--- config.mk ---
export PLATFORM = sky130hd
export DESIGN_NAME = btn_debounce_sync
export DESIGN_NICKNAME = d
export VERILOG_FILES = /design/src/rtl/btn_debounce_sync.sv
export SDC_FILE = /design/constraint.sdc
export NUM_CORES = 1
export LEC_CHECK = 0
export BUFFER_PORTS_ARGS = -buffer_cell sky130_fd_sc_hd__buf_2
export CORE_MARGIN = 4
export CORE_UTILIZATION = 45
export DETAILED_ROUTE_END_ITERATION = 8
export PLACE_DENSITY = 0.66
export SETUP_SLACK_MARGIN = 0.2
export SYNTH_ARGS = -nofsm -noshare
export SYNTH_HDL_FRONTEND = slang
export SYNTH_SLANG_ARGS = --single-unit
export TNS_END_PERCENT = 1
--- constraint.sdc ---
create_clock -name clk -period 2.1 [get_ports clk]
set_clock_uncertainty 0.15 [all_clocks]
set_input_delay 0.42 -clock clk [delete_from_list [all_inputs] [get_ports clk]]
set_output_delay 0.42 -clock clk [all_outputs]
set_load 0.005 [all_outputs]
--- src/rtl/btn_debounce_sync.sv ---
// btn_debounce_sync: tick-paced per-channel debouncer with level/press/release outputs.
// Optional auto-repeat strobes are built only when AUTO_REPEAT_EN is defined.
module btn_debounce_sync #(
    parameter int NUM_BTN      = 4,
    parameter int STABLE_TICKS = 8,
    parameter int ACTIVE_LOW   = 1,
    parameter int REPEAT_DELAY = 500,
    parameter int REPEAT_RATE  = 100
) (
    input  logic               clk,
    input  logic               rst,
    input  logic               tick_in,
    input  logic [NUM_BTN-1:0] btn_raw,
    output logic [NUM_BTN-1:0] btn_level,
    output logic [NUM_BTN-1:0] btn_press,
    output logic [NUM_BTN-1:0] btn_release,
    output logic [NUM_BTN-1:0] btn_repeat
);
    typedef enum logic [1:0] {IDLE, ARM_PRESS, HELD, ARM_RELEASE} state_t;
    localparam logic [NUM_BTN-1:0] IDLE_PIN = {NUM_BTN{ACTIVE_LOW != 0}};
    localparam logic [7:0] STABLE = 8'(STABLE_TICKS);
    if (STABLE_TICKS < 1 || STABLE_TICKS > 255 || REPEAT_DELAY < 1 || REPEAT_RATE < 1) begin : g_bad_params
        $error("btn_debounce_sync: parameter out of range");
    end
    logic [NUM_BTN-1:0] sync_1, sync_2, sync_n;
    // synchronisers start at the released pin value so reset release never looks like a press
    always_ff @(posedge clk or posedge rst) begin
        if (rst) begin
            sync_1 <= IDLE_PIN;
            sync_2 <= IDLE_PIN;
        end else begin
            sync_1 <= btn_raw;
            sync_2 <= sync_1;
        end
    end
    assign sync_n = sync_2 ^ IDLE_PIN;
    for (genvar i = 0; i < NUM_BTN; i++) begin : g_ch
        state_t state, state_nx;
        logic [7:0] cnt, cnt_nx, cnt_inc;
        logic press_q, press_nx, release_q, release_nx;
        assign cnt_inc = (cnt == 8'hff) ? cnt : cnt + 8'd1;
        // a mismatch is tested before the tick, so it always wins over a count
        always_comb begin
            state_nx   = state;
            cnt_nx     = cnt;
            press_nx   = 1'b0;
            release_nx = 1'b0;
            case (state)
                IDLE: begin
                    state_nx = sync_n[i] ? ARM_PRESS : IDLE;
                    cnt_nx   = '0;
                end
                ARM_PRESS: begin
                    if (!sync_n[i]) begin
                        state_nx = IDLE;
                        cnt_nx   = '0;
                    end else if (tick_in) begin
                        press_nx = cnt_inc >= STABLE;
                        state_nx = press_nx ? HELD : ARM_PRESS;
                        cnt_nx   = press_nx ? 8'd0 : cnt_inc;
                    end
                end
                HELD: begin
                    state_nx = sync_n[i] ? HELD : ARM_RELEASE;
                    cnt_nx   = '0;
                end
                ARM_RELEASE: begin
                    if (sync_n[i]) begin
                        state_nx = HELD;
                        cnt_nx   = '0;
                    end else if (tick_in) begin
                        release_nx = cnt_inc >= STABLE;
                        state_nx   = release_nx ? IDLE : ARM_RELEASE;
                        cnt_nx     = release_nx ? 8'd0 : cnt_inc;
                    end
                end
                default: begin
                    state_nx = IDLE;
                    cnt_nx   = '0;
                end
            endcase
        end
        always_ff @(posedge clk or posedge rst) begin
            if (rst) begin
                state     <= IDLE;
                cnt       <= '0;
                press_q   <= 1'b0;
                release_q <= 1'b0;
            end else begin
                state     <= state_nx;
                cnt       <= cnt_nx;
                press_q   <= press_nx;
                release_q <= release_nx;
            end
        end
        assign btn_level[i]   = (state == HELD) || (state == ARM_RELEASE);
        assign btn_press[i]   = press_q;
        assign btn_release[i] = release_q;
`ifdef AUTO_REPEAT_EN
        logic [15:0] rep_cnt, rep_cnt_nx, rep_inc;
        logic rep_q, rep_nx;
        assign rep_inc = rep_cnt + 16'd1;
        // counts ticks spent settled in HELD; wraps back to REPEAT_DELAY after each periodic strobe
        always_comb begin
            rep_cnt_nx = '0;
            rep_nx     = 1'b0;
            if (state == HELD && sync_n[i]) begin
                rep_cnt_nx = rep_cnt;
                if (tick_in) begin
                    rep_nx     = (rep_inc == 16'(REPEAT_DELAY)) || (rep_inc == 16'(REPEAT_DELAY + REPEAT_RATE));
                    rep_cnt_nx = (rep_inc == 16'(REPEAT_DELAY + REPEAT_RATE)) ? 16'(REPEAT_DELAY) : rep_inc;
                end
            end
        end
        always_ff @(posedge clk or posedge rst) begin
            if (rst) begin
                rep_cnt <= '0;
                rep_q   <= 1'b0;
            end else begin
                rep_cnt <= rep_cnt_nx;
                rep_q   <= rep_nx;
            end
        end
        assign btn_repeat[i] = rep_q;
`else
        assign btn_repeat[i] = 1'b0;
`endif
    end
endmodule
Word level (Yosys, flattened, before mapping)
Index checks and enable logic that the tools add are counted.

storage, ports and cells
  bits in registers = 56
  input bits = 7
  output and inout port bits = 16
  logic and storage cells = 147

cells by class
  add/subtract/negate cells = 4
  $lt $le $gt $ge = 4
  eq/ne operators = 24
  muxes and demuxes = 80
  bitwise logic cells = 1
  reduce and logical (&&, ||, !) cells = 16

operators by type and width
  kind                 count
  $mux 8               20
  $pmux 8 s3           4
  $mux 2               24
  $add 8x1->8 const B  4
  $eq 8x8->1 const B   4
  $ge 8x4->1 const B   4
  $pmux 2 s4           4
  $mux 1               28
  $ne 3x3->1 const B   8
  $eq 2x2->1 const B   8
  $eq 2x1->1 const B   4
  $logic_not 2->1      4
  $reduce_and 2->1     4
  $reduce_or 2->1      4
  $logic_or 1x1->1     4
  $not 4->4            1

Depth between registers and ports, before layout
  depth after elaboration = 7
  depth in mapped cells = 7
  gate-level depth less buffers = 6

Worst setup path after synthesis
Ideal clock, no wire load.

  path type = flip-flop to flip-flop
  from = register g_ch[2].cnt[0]
  to = register g_ch[2].release_q
  library setup time = 0.120 ns
  arrival time = 1.658 ns
  required time = 1.830 ns
  path slack = 0.172 ns
  stages on the path, launching flop included = 8
  buffers on the path = 1
  clock period less this slack = 1.928 ns
  cell sequence = dfrtp_1 -> ha_1 -> buf_4 -> xnor2_1 -> a31oi_2 -> a211o_1 -> and3_4 -> and3_1

between the ends
  longest elaborated chain between the ends = 6
  elaborated cells between the ends (all ways) = 7
  those cells by class = add/sub: 1; order compare: 1; eq/ne: 1; mux: 4

ends and longest elaborated chain
  item                                              RTL line  text
  start, declared                                   39        logic [7:0] cnt, cnt_nx, cnt_inc;
  start signal, assigned                            91        cnt <= cnt_nx;
  $add 8x1->8 / $eq 8x8->1 (equally long branches)  41        assign cnt_inc = (cnt == 8'hff) ? cnt : cnt + 8'd1;
  $mux 8 (*)                                        41
  $ge 8x4->1 (*)                                    72        release_nx = cnt_inc >= STABLE;
  $mux 1 (*)                                        71        end else if (tick_in) begin
  $mux 1 (*)                                        68        if (sync_n[i]) begin
  $mux 1 (*)                                        48        case (state)
  net g_ch[2].release_nx                            40        logic press_q, press_nx, release_q, release_nx;
  end signal, assigned                              93        release_q <= release_nx;
  end, declared                                     40

Mark *: on every way through the listed nets, which the timed path passes. The rest lies on a longest branch.
A chain may end at the register's enable or synchronous reset.

Final worst setup path
  from = register g_ch[2].cnt[0]
  to = register g_ch[2].cnt[2]

between the ends
  longest elaborated chain between the ends = 7
  elaborated cells between the ends (all ways) = 9
  those cells by class = add/sub: 1; order compare: 1; eq/ne: 1; mux: 6

ends and longest elaborated chain
  item                                              RTL line
  $add 8x1->8 / $eq 8x8->1 (equally long branches)  41
  $mux 8 (*)                                        41
  $ge 8x4->1                                        58, 72
  $mux 8 (*)                                        60, 74
  $mux 8 (*)                                        57, 71
  $mux 8 (on tied branches)                         68, 54
  $pmux 8 s3 (*)                                    48
  net g_ch[2].cnt_nx[2]                             39

Marks and branches as above.

==> results.txt <==
The floorplan step defined a core boundary enclosing 5205 um2. In this run, the number of DRC markers left after iteration 0 of detailed routing was 95. In this run the worst path has a maximum fanout of 3.

Number of storage elements in the synthesis netlist: 56. The tools report the endpoint of the most critical register-to-register path as g_ch[2].cnt[2]. Walking the worst path, the cells encountered are buf_4 -> a311oi_4 -> a31oi_2 -> a211o_1 -> and2_4 -> nor4_2.

The die is 81.75 um wide. TritonCTS built the clock tree. Cell with the biggest individual delay on the critical path: dfrtp_1.

After layout, the worst path uses 90.32% of the clock period. The critical path depth is 6. After detailed routing, the number of remaining DRC violations is 0.

The logs give 56 for the CTS sink count and 1488 for the number of global-route vias before repair. The die covers 6682 um2. Buffers inserted during clock tree synthesis total 5.

Of all flip-flops after synthesis, the portion carrying an async set or reset was 100.0%. The hold violation total from the final report was 0; the antenna cell count was 0. Most used flip-flop cell after synthesis: dfrtp_1. After Yosys synthesis, full adders, half adders and majority gates account for 2.045% of the synthesized area. Startpoint of the most critical register-to-register path: g_ch[2].cnt[0]. After synthesis, flip-flops and latches occupy 57.67% of the total area. Routability congestion estimate from global placement: 0.8214. Power spread over the standard cell area amounts to 695.8 nW/um2.

Measured along the y axis, the die boundary spans 81.75 um. After global routing the overflow that remains totals 0. By area, the combinational part of the netlist is dominated by simple AND/OR/NAND/NOR gates. Max-cap violations in this run came to 0. The flow ran to the end, and the final reports show no timing, DRC or antenna violations. The tree is rooted in a clkbuf_8. The total negative slack is 0 ns.

Startpoint of the worst setup timing path: g_ch[2].cnt[0]. The H-tree was split into 2 levels. The first global-routing pass estimated 6.506 mm of wire.

The total number of vias came out at 1515. The critical path ends at g_ch[2].cnt[2]. The tools report the total leakage power as 1.266 nW. The number of cell instances on the worst register-to-register path was 6; the CTS clock-pin slew for the worst setup and hold paths was 0.10 ns. The synthesized netlist occupies a cell area of 2447 um2. The logs give 0.03326 ns for the final worst hold slack and 38 for the unique cell type count in the Yosys netlist. The fraction of the mapped netlist area in simple logic gates is 20.81%. Of the post-synthesis cell area, the dominant cell type holds 49.08%. Startpoint kind of the worst setup timing path: a flop.

Count of buffer and inverter cells on the critical path: 1. The tools report the element type at the critical path end as a flop. The instance count of the mapped netlist was 216; the maximum single-stage delay on the critical path was 0.43 ns.

The run gives 2 as the maximum count of clock buffers along a single path. The count of warnings emitted by yosys is 0. Maximum ir drop on the vdd rail: 0.3452 mV. A synthesized cell averages 11.33 um2. Wires add up to 3.702 mm. The later pin in the worst-skew pair is clocked with a latency of 0.30 ns.

Yosys attributes the largest share of cell area to dfrtp_1 (49%), dfstp_2 (8.6%), and2_1 (4.6%). The clock period minus final worst setup slack was 1.897 ns; the I/O pin total was 23. The fill cell instance count of the final layout is 487, and the count of flip-flops with a built-in enable after synthesis is 0.

Cell type group with the largest total delay on the critical path: compound AO/OA/AOI/OAI gates. STA puts the critical path data arrival time at 1.96 ns. The worst hold path belongs to the class in2async. Setup repair after global routing could not meet its margin everywhere. The max-slew violation count was 0; the data required time of the critical path was 2.16 ns.

The tools report the pin count of the biggest net entering global routing as 31. Relative to the synthesized area, the layout overhead comes to 10.28%. The tools report the total of endpoints with negative setup slack in the final report as 0. The all-layer global routing usage is 12.57%, and the share of cells above drive strength 1 is 20.78%. The initial antenna violation count came out at 0.

Row generation in the floorplan step produced 26 rows. In the final routed layout, each cell accounts on average for 12.30 um. The dominant cell type by area after synthesis is dfrtp_1. The total half-perimeter wirelength after legalization and detailed placement came out at 2.493 mm.

Setup slack on the worst reg-to-reg path comes out at 0.20 ns. The first detailed-routing pass ran for 4 iterations. During placement, the flow inserted port buffers numbering 18.

Summing the areas of all xor and xnor instances in the mapped netlist gives 3.221% of the synthesized area. The starting density of the core is 47.02%. The net total in the final layout was 241; the mean number of vias per cell was 5.033. The startpoint-to-endpoint class of the critical path was reg2reg. Summing the areas of all compound-gate instances in the mapped netlist gives 6.493% of the synthesized area.

The mux contribution to synthesized area came out at 3.272%. The detail route stage leaves a number of antenna-violating nets equal to 0. Timing would allow up to 0.5272 GHz.
## synth_stat cells, drive strengths merged, types with 6 or more instances
cell and n:
dfrtp 48, and2 20, buf 14, nor2 13, and3 9, nand2 9
dfstp 8, inv 8, mux2i 8, nand3 7, nor3b 7, o21ai 7
nand4 6, xnor2 6
## metrics by stage
| stage | cells | util (%) | cell area (um2) | setup slack, ns | power, mW |
|---|---|---|---|---|---|
| 2_1_floorplan | 219 | - | 2462 | 0.1723 | 1.192 |
| 3_5_place_dp | 290 | 48.61 | 2530 | 0.08558 | 1.210 |
| 4_1_cts | 301 | 51.61 | 2686 | 0.2104 | 1.906 |
| 3_3_place_gp | 290 | 48.61 | 2530 | 0.1407 | 1.209 |
| 5_1_grt | 301 | 51.85 | 2699 | 0.1366 | 1.962 |
| 6_report | 301 | 51.85 | 2699 | 0.2033 | 1.878 |
## layout by cell type, fill, tap and decap left out, types with 7 or more instances in the layout
cell	n
nand2_1	9
and2_1	18
dfrtp_1	47
nor2_1	13
buf_2	18
nand3_1	7
and3_1	8
inv_1	7
mux2i_1	8
nor3b_1	7
dfstp_2	8
## how the worst min path moves through the flow
stage,from,endpoint,slack (ns),cells past startpoint
global route,btn_raw[1],sync_1[1],0.04,1
floorplan,sync_1[0],sync_2[0],0.20,0
finish,rst,g_ch[2].cnt[0],0.03,3
global placement,sync_1[3],sync_2[3],0.20,0
CTS,rst,g_ch[2].cnt[0],0.04,3
detailed placement,sync_1[1],sync_2[1],0.20,0
## per-layer routing
| layer | track usage [%] | routed length (um) | vias to the layer above | share of wire, % |
|---|---|---|---|---|
| met5 | 0 | 0 | - | 0 |
| met4 | 5.150 | 55 | 0 | 1.5 |
| met3 | 3.180 | 117 | 5 | 3.2 |
| met2 | 19.79 | 1735 | 18 | 47 |
| met1 | 16.54 | 1793 | 735 | 48 |
| li1 | - | - | 757 | - |
## state kept, by name, summed over array words and instances (netlist names)
register / cells
sync_2: 4
g_ch.press_q: 4
g_ch.state: 8
sync_1: 4
g_ch.release_q: 4
g_ch.cnt: 32
## area by class of cell
type	instances	area, um2	area share, %
repair buffers	23	127.6	4.729
inverters	8	33.78	1.252
well taps	70	87.58	3.245
clock buffers	6	72.57	2.689
clock inverters	2	35.03	1.298
multi-input cells	136	929.6	34.45
flip-flops and latches	56	1413	52.34
## power breakdown
| part | leakage, nW | switching, mW | total, mW | internal (mW) |
|---|---|---|---|---|
| clock network | 0.0552 | 0.330 | 0.685 | 0.354 |
| registers | 0.721 | 0.0136 | 1.11 | 1.10 |
| logic | 0.490 | 0.0519 | 0.0787 | 0.0268 |
## worst register-to-register path: stages (launching register included)
cell,delay [ns]
dfrtp_1,0.43
buf_4,0.17
a311oi_4,0.31
a31oi_2,0.07
a211o_1,0.27
and2_4,0.18
nor4_2,0.24
## kinds of logic after synthesis
family          Yosys count
simple gates             87
flops                    56
buf+inv                  27
compound gates           24
xor+xnor                  9
mux                       8
fa+ha+maj                 4
other cells               1
## timing repair
action	in CTS	in global routing
gates cloned	0	0
hold buffers	0	0
pin swaps	0	1
resized for setup	4	3
setup endpoints to repair	6	10
buffers inserted	3	0
Power figures use the tool's default switching activity.
